File: src/rtl/bus_ctrl_6502.sv
// Address decoder, wait-state generator and read-data mux between the 6502 core
// and NREG memory/peripheral regions, with sticky capture of unmapped accesses.
module bus_ctrl_6502 #(
  parameter int                        NREG      = 3,
  parameter int                        PAGE_BITS = 4,
  parameter logic [NREG*PAGE_BITS-1:0] BASE      = {4'hF, 4'h1, 4'h0},
  parameter logic [NREG*4-1:0]         WAIT      = {4'd0, 4'd0, 4'd2},
  parameter logic [7:0]                UNMAP_VAL = 8'hFF
) (
  input  logic              clk,
  input  logic              reset,
  input  logic [15:0]       cpu_ab,
  input  logic [7:0]        cpu_do,
  input  logic              cpu_we,
  output logic              cpu_rdy,
  output logic [7:0]        cpu_di,
  output logic [NREG-1:0]   reg_cs,
  output logic [NREG-1:0]   reg_wstb,
  output logic [15:0]       reg_addr,
  output logic [7:0]        reg_wdata,
  input  logic [NREG*8-1:0] reg_rdata,
  input  logic              err_clr,
  output logic              err_flag,
  output logic [15:0]       err_addr
);

  localparam int IW = (NREG > 1) ? $clog2(NREG) : 1;

  typedef enum logic {S_IDLE, S_WAIT} state_t;

  state_t        state_q, state_d;
  logic [3:0]    cnt_q, cnt_d;
  logic [IW-1:0] widx_q, widx_d;
  logic [IW-1:0] sel_idx_q;
  logic          sel_unmap_q;
  logic          err_flag_q;
  logic [15:0]   err_addr_q;

  logic          hit_any;
  logic [IW-1:0] hit_idx;
  logic [3:0]    hit_wait;
  logic [IW-1:0] cur_idx;
  logic          cur_map;

  // Scan from the top down so the lowest matching index is the one left standing.
  always_comb begin
    hit_any = 1'b0;
    hit_idx = '0;
    for (int i = NREG - 1; i >= 0; i--) begin
      if (cpu_ab[15 -: PAGE_BITS] == BASE[i*PAGE_BITS +: PAGE_BITS]) begin
        hit_any = 1'b1;
        hit_idx = IW'(i);
      end
    end
  end

  always_comb begin
    reg_cs = '0;
    if (hit_any) reg_cs[hit_idx] = 1'b1;
  end

  assign hit_wait = WAIT[{hit_idx, 2'b00} +: 4];

  always_comb begin
    state_d = state_q;
    cnt_d   = cnt_q;
    widx_d  = widx_q;
    cpu_rdy = 1'b1;
    case (state_q)
      S_IDLE: begin
        if (hit_any && hit_wait != 4'd0) begin
          cpu_rdy = 1'b0;
          state_d = S_WAIT;
          cnt_d   = hit_wait - 4'd1;
          widx_d  = hit_idx;
        end
      end
      S_WAIT: begin
        cpu_rdy = (cnt_q == 4'd0);
        if (cnt_q != 4'd0) cnt_d = cnt_q - 4'd1;
        else               state_d = S_IDLE;
      end
      default: state_d = S_IDLE;
    endcase
  end

  // A waited access completes on its latched region, regardless of cpu_ab.
  assign cur_idx = (state_q == S_WAIT) ? widx_q : hit_idx;
  assign cur_map = (state_q == S_WAIT) | hit_any;

  always_ff @(posedge clk) begin
    if (reset) begin
      state_q     <= S_IDLE;
      cnt_q       <= 4'd0;
      widx_q      <= '0;
      sel_idx_q   <= '0;
      sel_unmap_q <= 1'b1;
      err_flag_q  <= 1'b0;
      err_addr_q  <= 16'h0000;
    end else begin
      state_q <= state_d;
      cnt_q   <= cnt_d;
      widx_q  <= widx_d;
      if (cpu_rdy) begin
        sel_idx_q   <= cur_idx;
        sel_unmap_q <= ~cur_map;
      end
      // A new error beats a coincident clear; otherwise the first error is kept.
      if (cpu_rdy && !cur_map) begin
        if (!err_flag_q || err_clr) begin
          err_flag_q <= 1'b1;
          err_addr_q <= cpu_ab;
        end
      end else if (err_clr) begin
        err_flag_q <= 1'b0;
      end
    end
  end

  assign cpu_di    = sel_unmap_q ? UNMAP_VAL : reg_rdata[{sel_idx_q, 3'b000} +: 8];
  assign reg_wstb  = reg_cs & {NREG{cpu_we & cpu_rdy}};
  assign reg_addr  = cpu_ab;
  assign reg_wdata = cpu_do;
  assign err_flag  = err_flag_q;
  assign err_addr  = err_addr_q;

endmodule
File: config.mk
export PLATFORM = sky130hd
export DESIGN_NAME = bus_ctrl_6502
export DESIGN_NICKNAME = d
export VERILOG_FILES = /design/src/rtl/bus_ctrl_6502.sv
export SDC_FILE = /design/constraint.sdc
export NUM_CORES = 1
export LEC_CHECK = 0
export ABC_AREA = 1
export ABC_CLOCK_PERIOD_IN_PS = 1150
export BUFFER_PORTS_ARGS = -buffer_cell sky130_fd_sc_hd__buf_2
export CAP_MARGIN = 20
export CORE_ASPECT_RATIO = 1.5
export CORE_MARGIN = 3
export CORE_UTILIZATION = 38
export CTS_CLUSTER_DIAMETER = 80
export DETAILED_ROUTE_END_ITERATION = 10
export PLACE_DENSITY = 0.83
export RECOVER_POWER = 100
export SETUP_SLACK_MARGIN = 0.2
export SKIP_CTS_REPAIR_TIMING = 1
export SLEW_MARGIN = 20
export SYNTH_ARGS = -nofsm -noshare
export SYNTH_HDL_FRONTEND = slang
export SYNTH_SLANG_ARGS = --single-unit
File: constraint.sdc
create_clock -name clk -period 1.15 [get_ports clk]
set_input_delay 0.115 -clock clk [delete_from_list [all_inputs] [get_ports clk]]
set_output_delay 0.115 -clock clk [all_outputs]
set_load 0.05 [all_outputs]
==> results of run 1 <==
## metal layers
| metal | wire length [um] | global-route usage (%) | vias up |
|---|---|---|---|
| met1 | 1730 | 15.1 | 811 |
| met4 | 56 | 5.65 | 0 |
| met2 | 3050 | 34.1 | 70 |
| met5 | 0 | 0 | - |
| li1 | - | - | 875 |
| met3 | 319 | 3.12 | 4 |
## how the worst max path moves through the flow
stage | to | cells after the start | slack (ps) | start
after floorplan | cpu_di[0] | 4 | -280 | sel_idx_q[0]$_SDFFE_PP0P_
final | cpu_di[0] | 5 | -300 | sel_idx_q[0]$_SDFFE_PP0P_
after CTS | reg_wstb[1] | 6 | -420 | cnt_q[3]$_SDFFE_PP0N_
after detailed placement | reg_wstb[1] | 6 | -120 | cnt_q[3]$_SDFFE_PP0N_
after global routing | cpu_di[0] | 5 | -360 | sel_idx_q[0]$_SDFFE_PP0P_
after global placement | reg_wstb[1] | 6 | -80 | cnt_q[3]$_SDFFE_PP0N_
## flip-flops by register name, summed over array words and instances (netlist names)
signal       count
state_q          1
err_flag         1
sel_unmap_q      1
cnt_q            4
sel_idx_q        2
widx_q           2
err_addr        16
## power by group
part	internal (mW)	total, mW	switching [mW]
clock	0.248	0.533	0.285
sequential	1.00	1.06	0.0521
combinational	0.384	1.11	0.723
total	1.64	2.70	1.06
## area by class of cell
cell class              count  area [sq um]  area share (%)
multi-input cells         142          1010            38.5
repair buffers            124           855            32.5
flip-flops and latches     27           582            22.1
inverters                  15          80.1            3.04
well taps                  45          56.3            2.14
clock buffers               4          45.0            1.71
## layout by cell type (no fill, tap or decap), drive strengths merged
master / count
dfxtp: 27
a21oi: 21
clkinvlp: 1
nand3: 24
buf: 89
clkinv: 1
nand2: 51
inv: 13
o21ai: 13
o211ai: 8
nor2: 23
clkbuf: 39
nor3: 2
## cell families (layout without fill, tap and decap cells)
group / after synthesis / in the layout
AO/OA/AOI/OAI: 42 / 42
buffers and inverters: 47 / 143
flip-flops: 27 / 27
AND/OR/NAND/NOR: 98 / 100
## synth_stat cells, drive strengths merged
| library cell | count | area share (%) |
|---|---|---|
| nand2 | 49 | 14 |
| nand3 | 24 | 9.9 |
| o21ai | 13 | 3.9 |
| nor3 | 2 | 0.60 |
| a21oi | 21 | 9.0 |
| nor2 | 23 | 7.3 |
| clkbuf | 3 | 1.3 |
| inv | 13 | 2.9 |
| dfxtp | 27 | 33 |
| buf | 29 | 14 |
| o211ai | 8 | 3.6 |
| clkinv | 2 | 0.45 |
## critical path, cell delays in order, from the launching register on
cell	delay, ps
dfxtp_2	350
buf_6	140
inv_8	70
nor2_1	40
o211ai_1	220
buf_4	240
==> out/metrics.json, run 1 <==
{
  "area_delta_synth_final_pct": 58.4,
  "dp_hpwl_um": 3570,
  "fmax_ghz": 0.692,
  "rsz0062_at_grt": "yes",
  "cts.clk_slew.worst_paths_ps": 90,
  "synth_top_family_by_area": "simple AND/OR/NAND/NOR gates",
  "start_util_pct": 40.9,
  "remaining_drc_errors": 0,
  "critPathCaptureType": "output port",
  "die_w_um": 60.0,
  "arrival_ps": 1330,
  "post_synth_fa_ha_maj_area_fraction_pct": 0,
  "synth.yosys.seq_area_share_pct": 32.5,
  "cts-root-to-sink-buffers": 2,
  "dp_worst_setup_slack_ps": -119,
  "postRouteWirelength_um": 5150,
  "grt_pass1_wl_um": 6670,
  "maximum_number_of_pins_on_one_net_before_global_route_repair": 18,
  "instances_no_fill": 357,
  "worstSetupStartpointType": "flop",
  "outcome": "finished with violations",
  "ant_nets": 0,
  "drive_above_1_share_pct": 64.4,
  "synthesis.area_per_instance_sq_um": 7.76,
  "numPortBuffers": 91,
  "rr_endpoint": "err_addr[2]$_SDFFE_PP0P_",
  "cts_tree": "built",
  "grt_remaining_overflow": 0,
  "post-route-cell-area_sq_um": 2630,
  "period_share_pct": 126,
  "final-setup-viol-count": 35,
  "post_synthesis_net_count": 266,
  "worst_pin_slew_ps": 648,
  "ys_ff_latch": 27,
  "areal_power_density_over_the_cells_nw_per_um2": 1020,
  "cts_htree_levels": 1,
  "synthXorXnorAreaFrac_pct": 0,
  "setup_ws_ps": -296,
  "synthesis_warnings": 0,
  "detailedRoute.firstIterationViolations": 52,
  "routed_via_density": 4.93,
  "core_sq_um": 4060,
  "power_total_mw": 2.70,
  "place.gp.congestion": 0.733,
  "synth.distinct_cells": 26,
  "hold_viol_final": 0,
  "worstPathRequired_ps": 1030,
  "highest_net_fanout_along_the_worst_path": 9,
  "power.static_leakage_nw": 1.22,
  "grtUsageTotal_pct": 16.6,
  "setup_tns_ps": -4950,
  "relSlewSlack_pct": 57.0,
  "timing_max_transition_violations_final": 0,
  "post_synth_instance_area_sq_um": 1660,
  "max_cap_viol_count": 0,
  "fraction_of_the_core_area_covered_by_cells_at_the_end_of_the_flow_pct": 64.7,
  "setup.reg_to_reg.worst_slack_ps": -100,
  "hold_ws_ps": 90.6,
  "fp.dieH_um": 87.0,
  "finalNetCount": 365,
  "rows": 28,
  "fp.dieArea_sq_um": 5220,
  "diodes": 0,
  "hold_path.class": "primary input to flop",
  "num-fill-cells": 345,
  "detailed_place.area_sq_um": 2270,
  "path_class": "flop to output port",
  "worstHoldStart": "cpu_ab[4]",
  "first_global_vias": 1563,
  "critical_path.reg2reg.startpoint": "state_q$_SDFF_PP0_",
  "vdd_drop_max_v": 0.000948,
  "layout_min_cycle_time_ps": 1450,
  "failed_checks": "negative setup slack",
  "clk_root_buffer_cell": "clkbuf_8",
  "worstSkewPairLatency_ps": 270,
  "number_of_antenna_violations_at_the_first_check_in_global_routing": 0,
  "route.detailed.wl_per_inst_um": 14.4,
  "vias": 1760,
  "synth.mux.area_fraction_pct": 0,
  "synth_compound_area_share_pct": 16.6,
  "cts_sinks": 27,
  "instance_count_of_the_mapped_netlist": 214,
  "io-pin-count": 108,
  "length_in_cells_of_the_worst_reg_to_reg_path": 7,
  "numCtsBuffers": 3,
  "detail_route.first_pass.iterations": 4,
  "clock_skew_ps": 5.36,
  "synth-simple-area-share_pct": 32.3,
  "cell_count_of_the_worst_hold_path": 3,
  "dp.cells": 342,
  "worst_hold_path.endpoint": "err_addr[4]$_SDFFE_PP0P_"
}
(Power assumes the default switching activity.)
==> run 2, diff against run 1 <==
--- a/config.mk
+++ b/config.mk
@@ -9,7 +9,7 @@
 export ABC_CLOCK_PERIOD_IN_PS = 1150
 export BUFFER_PORTS_ARGS = -buffer_cell sky130_fd_sc_hd__buf_2
 export CAP_MARGIN = 20
-export CORE_ASPECT_RATIO = 1.5
+export CORE_ASPECT_RATIO = 1.1
 export CORE_MARGIN = 3
 export CORE_UTILIZATION = 38
 export CTS_CLUSTER_DIAMETER = 80
==> run 2 against run 1 <==
  * The run still ends with negative setup slack left
  * Sequential share of layout area down 2.2 points
  * Register-to-register slack worse by 140 ps
  * Count of clock-buffer cells in the layout down 1
  * Clock skew down 3.9 ps
  * Combinational power up 12%
  * Die area down 0.29%
  * Final area up 10%
  * Maximum frequency up 1.6%
  * Global-route usage down 1.8 points
  * Critical path type unchanged
==> out/metrics.json, run 2 (synthesis gave the netlist of run 1 again) <==
{
  "postRouteWirelength_um": 5510,
  "fmax_ghz": 0.703,
  "cts-root-to-sink-buffers": 2,
  "cts_htree_levels": 1,
  "area_delta_synth_final_pct": 74.7,
  "outcome": "finished with violations",
  "largest_register_ff_count": 16,
  "hold_ws_ps": 84.4,
  "final_cell_mix": "buf_2 (41), buf_4 (26), nand2_1 (21), dfxtp_2 (21), a21oi_2 (18)",
  "worstSkewPairLatency_ps": 270,
  "fraction_of_the_core_area_covered_by_cells_at_the_end_of_the_flow_pct": 71.1,
  "numPortBuffers": 91,
  "detail_route.first_pass.iterations": 5,
  "io-pin-count": 108,
  "drive_above_1_share_pct": 72.7,
  "path_class": "flop to output port",
  "numCtsBuffers": 3,
  "dp_hpwl_um": 3390,
  "failed_checks": "negative setup slack",
  "number_of_antenna_violations_at_the_first_check_in_global_routing": 0,
  "grt_pass1_wl_um": 6620,
  "clk_root_buffer_cell": "clkbuf_8",
  "final_common_cell": "buf_2",
  "rsz0062_at_grt": "yes",
  "critPathCaptureType": "output port",
  "start_util_pct": 40.7,
  "multi_input_area_sq_um": 1190,
  "core_sq_um": 4080,
  "p_seq_share_pct": 37.2,
  "cts.clk_slew.worst_paths_ps": 100,
  "vias": 1824,
  "worstHoldStart": "cpu_ab[14]",
  "setup_ws_ps": -273,
  "maximum_number_of_pins_on_one_net_before_global_route_repair": 18,
  "critical_path.reg2reg.startpoint": "state_q$_SDFF_PP0_",
  "clock_skew_ps": 1.44,
  "comb_power_share_pct": 43.6,
  "ant_nets": 0,
  "grtUsageTotal_pct": 14.8,
  "power.static_leakage_nw": 1.31,
  "areal_power_density_over_the_cells_nw_per_um2": 984,
  "arrival_ps": 1310,
  "routed_via_density": 4.97,
  "intPower_mw": 1.70,
  "remaining_drc_errors": 0,
  "worstPathRequired_ps": 1030,
  "switching_share_pct": 40.4,
  "max_cap_viol_count": 0,
  "fp.dieH_um": 75.4,
  "hold_viol_final": 0,
  "cts_tree": "built",
  "relSlewSlack_pct": 58.1,
  "hold_path.class": "primary input to flop",
  "final-setup-viol-count": 36,
  "route.detailed.wl_per_inst_um": 15.0,
  "period_share_pct": 124,
  "finalNetCount": 368,
  "layout_min_cycle_time_ps": 1420,
  "cts_sinks": 27,
  "diodes": 0,
  "clk_network_pwr_share_pct": 19.2,
  "detailedRoute.firstIterationViolations": 38,
  "worstSetupStartpointType": "flop",
  "num-fill-cells": 289,
  "worst_pin_slew_ps": 631,
  "die_w_um": 69.1,
  "place.gp.congestion": 0.849,
  "grt_remaining_overflow": 0,
  "rows": 24,
  "first_global_vias": 1509,
  "ff_latch_area_sq_um": 578,
  "crit_start": "cnt_q[0]$_SDFFE_PP0N_",
  "vdd_drop_max_v": 0.000963,
  "fp.dieArea_sq_um": 5200,
  "highest_net_fanout_along_the_worst_path": 3,
  "switchingPower_mw": 1.15,
  "timing_max_transition_violations_final": 0
}
-- run 2: cell count changes in the layout (fill, tap and decap cells not counted), sizes merged --
| cell | delta |
|---|---|
| buf | +4 |
| inv | -1 |
| clkinv | +2 |
| clkbuf | -3 |
| clkinvlp | +1 |
-- run 2: final timing paths --
| check | depth (start not counted) | slack (ps) | end |
|---|---|---|---|
| setup / recovery | 6 | -270 | reg_wstb[2] |
| hold / removal | 3 | 80 | err_addr[14]$_SDFFE_PP0P_ |
| hold reg to reg | 2 | 460 | widx_q[1]$_SDFFE_PP0P_ |
| setup reg to reg | 9 | -240 | cnt_q[2]$_SDFFE_PP0N_ |
-- run 2: per-stage QoR --
step | power [mW] | std cells | setup slack (ps) | TNS [ps] | cell area, sq um
after global routing | 2.99 | 367 | -363 | -8580 | 2900
after CTS | 2.59 | 353 | -412 | -3990 | 2340
after global placement | 2.03 | 349 | -86.9 | -287 | 2290
after floorplan | 1.88 | 214 | -282 | -3500 | 1820
after detailed placement | 2.05 | 349 | -110 | -549 | 2290
final | 2.86 | 367 | -273 | -6190 | 2900
-- run 2: critical path: stages, from the launching register on --
cell and delay, ps:
dfxtp_2 360, nor2_4 130, nand3_4 100, nand2_8 90, nand2_8 70, nor3_4 110
buf_6 180
-- run 2: power by group through the flow --
stage / Clock, mW / Combinational, mW / Sequential, mW
after floorplan: 0 / 0.648 / 1.23
after global placement: 0 / 0.970 / 1.06
after detailed placement: 0 / 0.983 / 1.06
after CTS: 0.560 / 0.985 / 1.04
after global routing: 0.607 / 1.31 / 1.07
final: 0.548 / 1.24 / 1.06
-- run 2: layout make-up --
| type | count | area share (%) |
|---|---|---|
| multi-input cells | 142 | 40.9 |
| clock inverters | 1 | 0.259 |
| repair inverters | 1 | 0.216 |
| well taps | 52 | 2.24 |
| inverters | 15 | 3.02 |
| clock buffers | 3 | 1.42 |
| flip-flops and latches | 27 | 19.9 |
| repair buffers | 126 | 32.1 |
-- run 2: metal layers --
| metal | wire length [um] | global-route usage (%) | part of all wire, % |
|---|---|---|---|
| met5 | 0 | 0 | 0 |
| met1 | 2080 | 17.2 | 38 |
| met3 | 286 | 3.03 | 5.2 |
| met4 | 89 | 2.17 | 1.6 |
| met2 | 3050 | 29.1 | 55 |
==> run 3, diff against run 2 <==
--- a/config.mk
+++ b/config.mk
@@ -5,16 +5,14 @@
 export SDC_FILE = /design/constraint.sdc
 export NUM_CORES = 1
 export LEC_CHECK = 0
-export ABC_AREA = 1
 export ABC_CLOCK_PERIOD_IN_PS = 1150
 export BUFFER_PORTS_ARGS = -buffer_cell sky130_fd_sc_hd__buf_2
 export CAP_MARGIN = 20
 export CORE_ASPECT_RATIO = 1.1
-export CORE_MARGIN = 3
 export CORE_UTILIZATION = 38
 export CTS_CLUSTER_DIAMETER = 80
 export DETAILED_ROUTE_END_ITERATION = 10
-export PLACE_DENSITY = 0.83
+export PLACE_DENSITY = 0.84
 export RECOVER_POWER = 100
 export SETUP_SLACK_MARGIN = 0.2
 export SKIP_CTS_REPAIR_TIMING = 1
==> run 3 against run 2 <==
  * The run still ends with negative setup slack left
  * Utilization grew 1.0 points
  * Flip-flop and latch count unchanged
  * Critical path depth decreased by 2
  * Count of clock-buffer cells in the layout up 1
  * Final area about the same
  * Die area decreased by 14%
  * Wire length fell by 13%
  * Sequential share of layout area decreased by 0.67 points
  * Combinational power shrank 17%
  * Critical path type unchanged
  * Critical endpoint is now reg_wstb[0]
  * Largest power group is now sequential cells
  * Highest routed layer unchanged
==> out/metrics.json, run 3 <==
{
  "critical_path.max_stage_delay_ps": 510,
  "fp.dieArea_sq_um": 4500,
  "num-fill-cells": 285,
  "grt_pass1_wl_um": 6200,
  "synth_enable_flop_cells": 0,
  "detail_route.first_pass.iterations": 4,
  "synth.distinct_cells": 32,
  "rows": 24,
  "fmax_ghz": 0.580,
  "maximum_number_of_pins_on_one_net_before_global_route_repair": 38,
  "multi_input_area_sq_um": 1220,
  "synthesis.area_per_instance_sq_um": 8.94,
  "synthArstFlopShare_pct": 0,
  "yosysTopAreaCellShare_pct": 33.6,
  "path_class": "flop to output port",
  "numCtsBuffers": 3,
  "cts.clk_slew.worst_paths_ps": 90,
  "finalNetCount": 324,
  "diodes": 0,
  "dp.cells": 316,
  "cts-root-to-sink-buffers": 2,
  "remaining_drc_errors": 0,
  "worstPathRequired_ps": 1030,
  "hold_viol_final": 0,
  "worst_pin_slew_ps": 614,
  "drive_above_1_share_pct": 60.9,
  "dp_hpwl_um": 3120,
  "setup_ws_ps": -575,
  "instance_count_of_the_mapped_netlist": 180,
  "synth_flop_cell": "dfxtp_1",
  "top_layer": "met4",
  "synth_top_cell_by_area": "dfxtp_1",
  "yosysMostFrequentCell": "nand2b_1",
  "numPortBuffers": 91,
  "ff_latch_area_sq_um": 558,
  "met3_wirelength_um": 319,
  "area_delta_synth_final_pct": 80.2,
  "core_sq_um": 4020,
  "final_cell_mix": "buf_2 (41), nand2b_1 (32), buf_6 (28)",
  "grtUsageTotal_pct": 17.1,
  "post_synth_instance_area_sq_um": 1610,
  "instances_no_fill": 323,
  "crit_path_cell_trace": "o41ai_4 > nand2_1 > nor3_4 > buf_6",
  "power.static_leakage_nw": 1.24,
  "number_of_antenna_violations_at_the_first_check_in_global_routing": 0,
  "detailed_place.area_sq_um": 2420,
  "relSlewSlack_pct": 59.3,
  "place.gp.congestion": 0.823,
  "route.detailed.wl_per_inst_um": 14.8,
  "clock_skew_ps": 2.55,
  "met1_length_um": 1860,
  "worstSkewPairLatency_ps": 270,
  "netlist_top_cells_count": "nand2b_1 (33), dfxtp_1 (27), buf_4 (25), mux2i_1 (25), a21oi_1 (11)",
  "routed_via_density": 4.90,
  "hold_path.class": "primary input to flop",
  "vdd_drop_max_v": 0.000957,
  "clk_root_buffer_cell": "clkbuf_8",
  "die_w_um": 64.0,
  "final_common_cell": "buf_2",
  "final-setup-viol-count": 35,
  "detailedRoute.firstIterationViolations": 25,
  "arrival_ps": 1610,
  "grt_remaining_overflow": 0,
  "synth_area_leaders": "dfxtp_1 (34%), mux2i_1 (16%), nand2b_1 (13%), buf_4 (12%), a21oi_1 (3.4%)",
  "max_cap_viol_count": 0,
  "worstSetupStartpointType": "flop",
  "timing_max_transition_violations_final": 0,
  "highest_net_fanout_along_the_worst_path": 5,
  "first_global_vias": 1478,
  "rsz0062_at_grt": "yes",
  "ant_nets": 0,
  "postRouteWirelength_um": 4790,
  "start_util_pct": 40.0,
  "setup_tns_ps": -7500,
  "largest_register_ff_count": 16,
  "post-route-cell-area_sq_um": 2900,
  "post_synthesis_net_count": 232,
  "synthesis_warnings": 0,
  "period_share_pct": 150,
  "critPathCaptureType": "output port",
  "io-pin-count": 108,
  "outcome": "finished with violations",
  "cts_tree": "built",
  "cts_htree_levels": 1,
  "worst_path_max_delay_cell": "o41ai_4",
  "ys_ff_latch": 27,
  "cts_sinks": 27,
  "vias": 1582,
  "synth.yosys.seq_area_share_pct": 33.6,
  "failed_checks": "negative setup slack",
  "areal_power_density_over_the_cells_nw_per_um2": 897,
  "fp.dieH_um": 70.2,
  "layout_min_cycle_time_ps": 1730,
  "met2_length_um": 2570,
  "dp_worst_setup_slack_ps": -332
}
## run 3: cell types whose count changed after synthesis, sizes merged, moves of 8 or more
cell,delta
mux2i,+25
nand2,-45
o211ai,-8
nor2,-21
a21oi,-10
nand3,-24
inv,-9
nand2b,+33
## run 3: area by class of cell
class	count	area share (%)
Multi-Input combinational cell	113	41.9
Tap cell	52	2.24
Sequential cell	27	19.2
Inverter	4	1.04
Timing Repair Buffer	123	34.0
Clock buffer	4	1.55
## run 3: path summary, 6_finish.rpt
check / endpoint / cells past startpoint / slack [ps] / from
setup / recovery: reg_wstb[0] / 4 / -580 / cnt_q[2]$_SDFFE_PP0N_
hold / removal: err_addr[4]$_SDFFE_PP0P_ / 3 / 110 / cpu_ab[4]
setup reg to reg: sel_unmap_q$_SDFFE_PP1P_ / 5 / -490 / cnt_q[2]$_SDFFE_PP0N_
hold reg to reg: widx_q[0]$_SDFFE_PP0P_ / 1 / 470 / widx_q[0]$_SDFFE_PP0P_
## run 3: metrics by stage
step                      total power, mW  hold slack [ps]  utilization [%]
after floorplan                      1.77              270                -
after global placement               1.91              230             60.1
after detailed placement             1.93              230             60.1
after CTS                            2.45              104             61.3
after global routing                 2.71              125             72.1
final                                2.60              106             72.1
## run 3: logic make-up after synthesis
kind of cell           after synthesis  share of synthesized area, %
muxes                               25                          15.6
buffers and inverters               40                          16.1
AOI/OAI and AO/OA                   31                          12.2
and+or+nand+nor                     57                          22.6
DFF                                 27                          33.6
## run 3: report_power, final
part	switching [mW]	internal, mW
clock	0.291	0.248
combinational	0.618	0.411
sequential	0.0444	0.990
total	0.954	1.65
## run 3: critical path: cells and delay by family, from the launching register on
kind	cells	cell delay [ps]
buf+inv	1	180
simple gates	2	310
compound gates	1	510
flops	1	350
## run 3: metal layers
layer	GRT usage (%)	up-vias
met5	0	-
met4	4.80	0
met3	3.43	4
met2	29.7	80
met1	21.1	723
li1	-	775
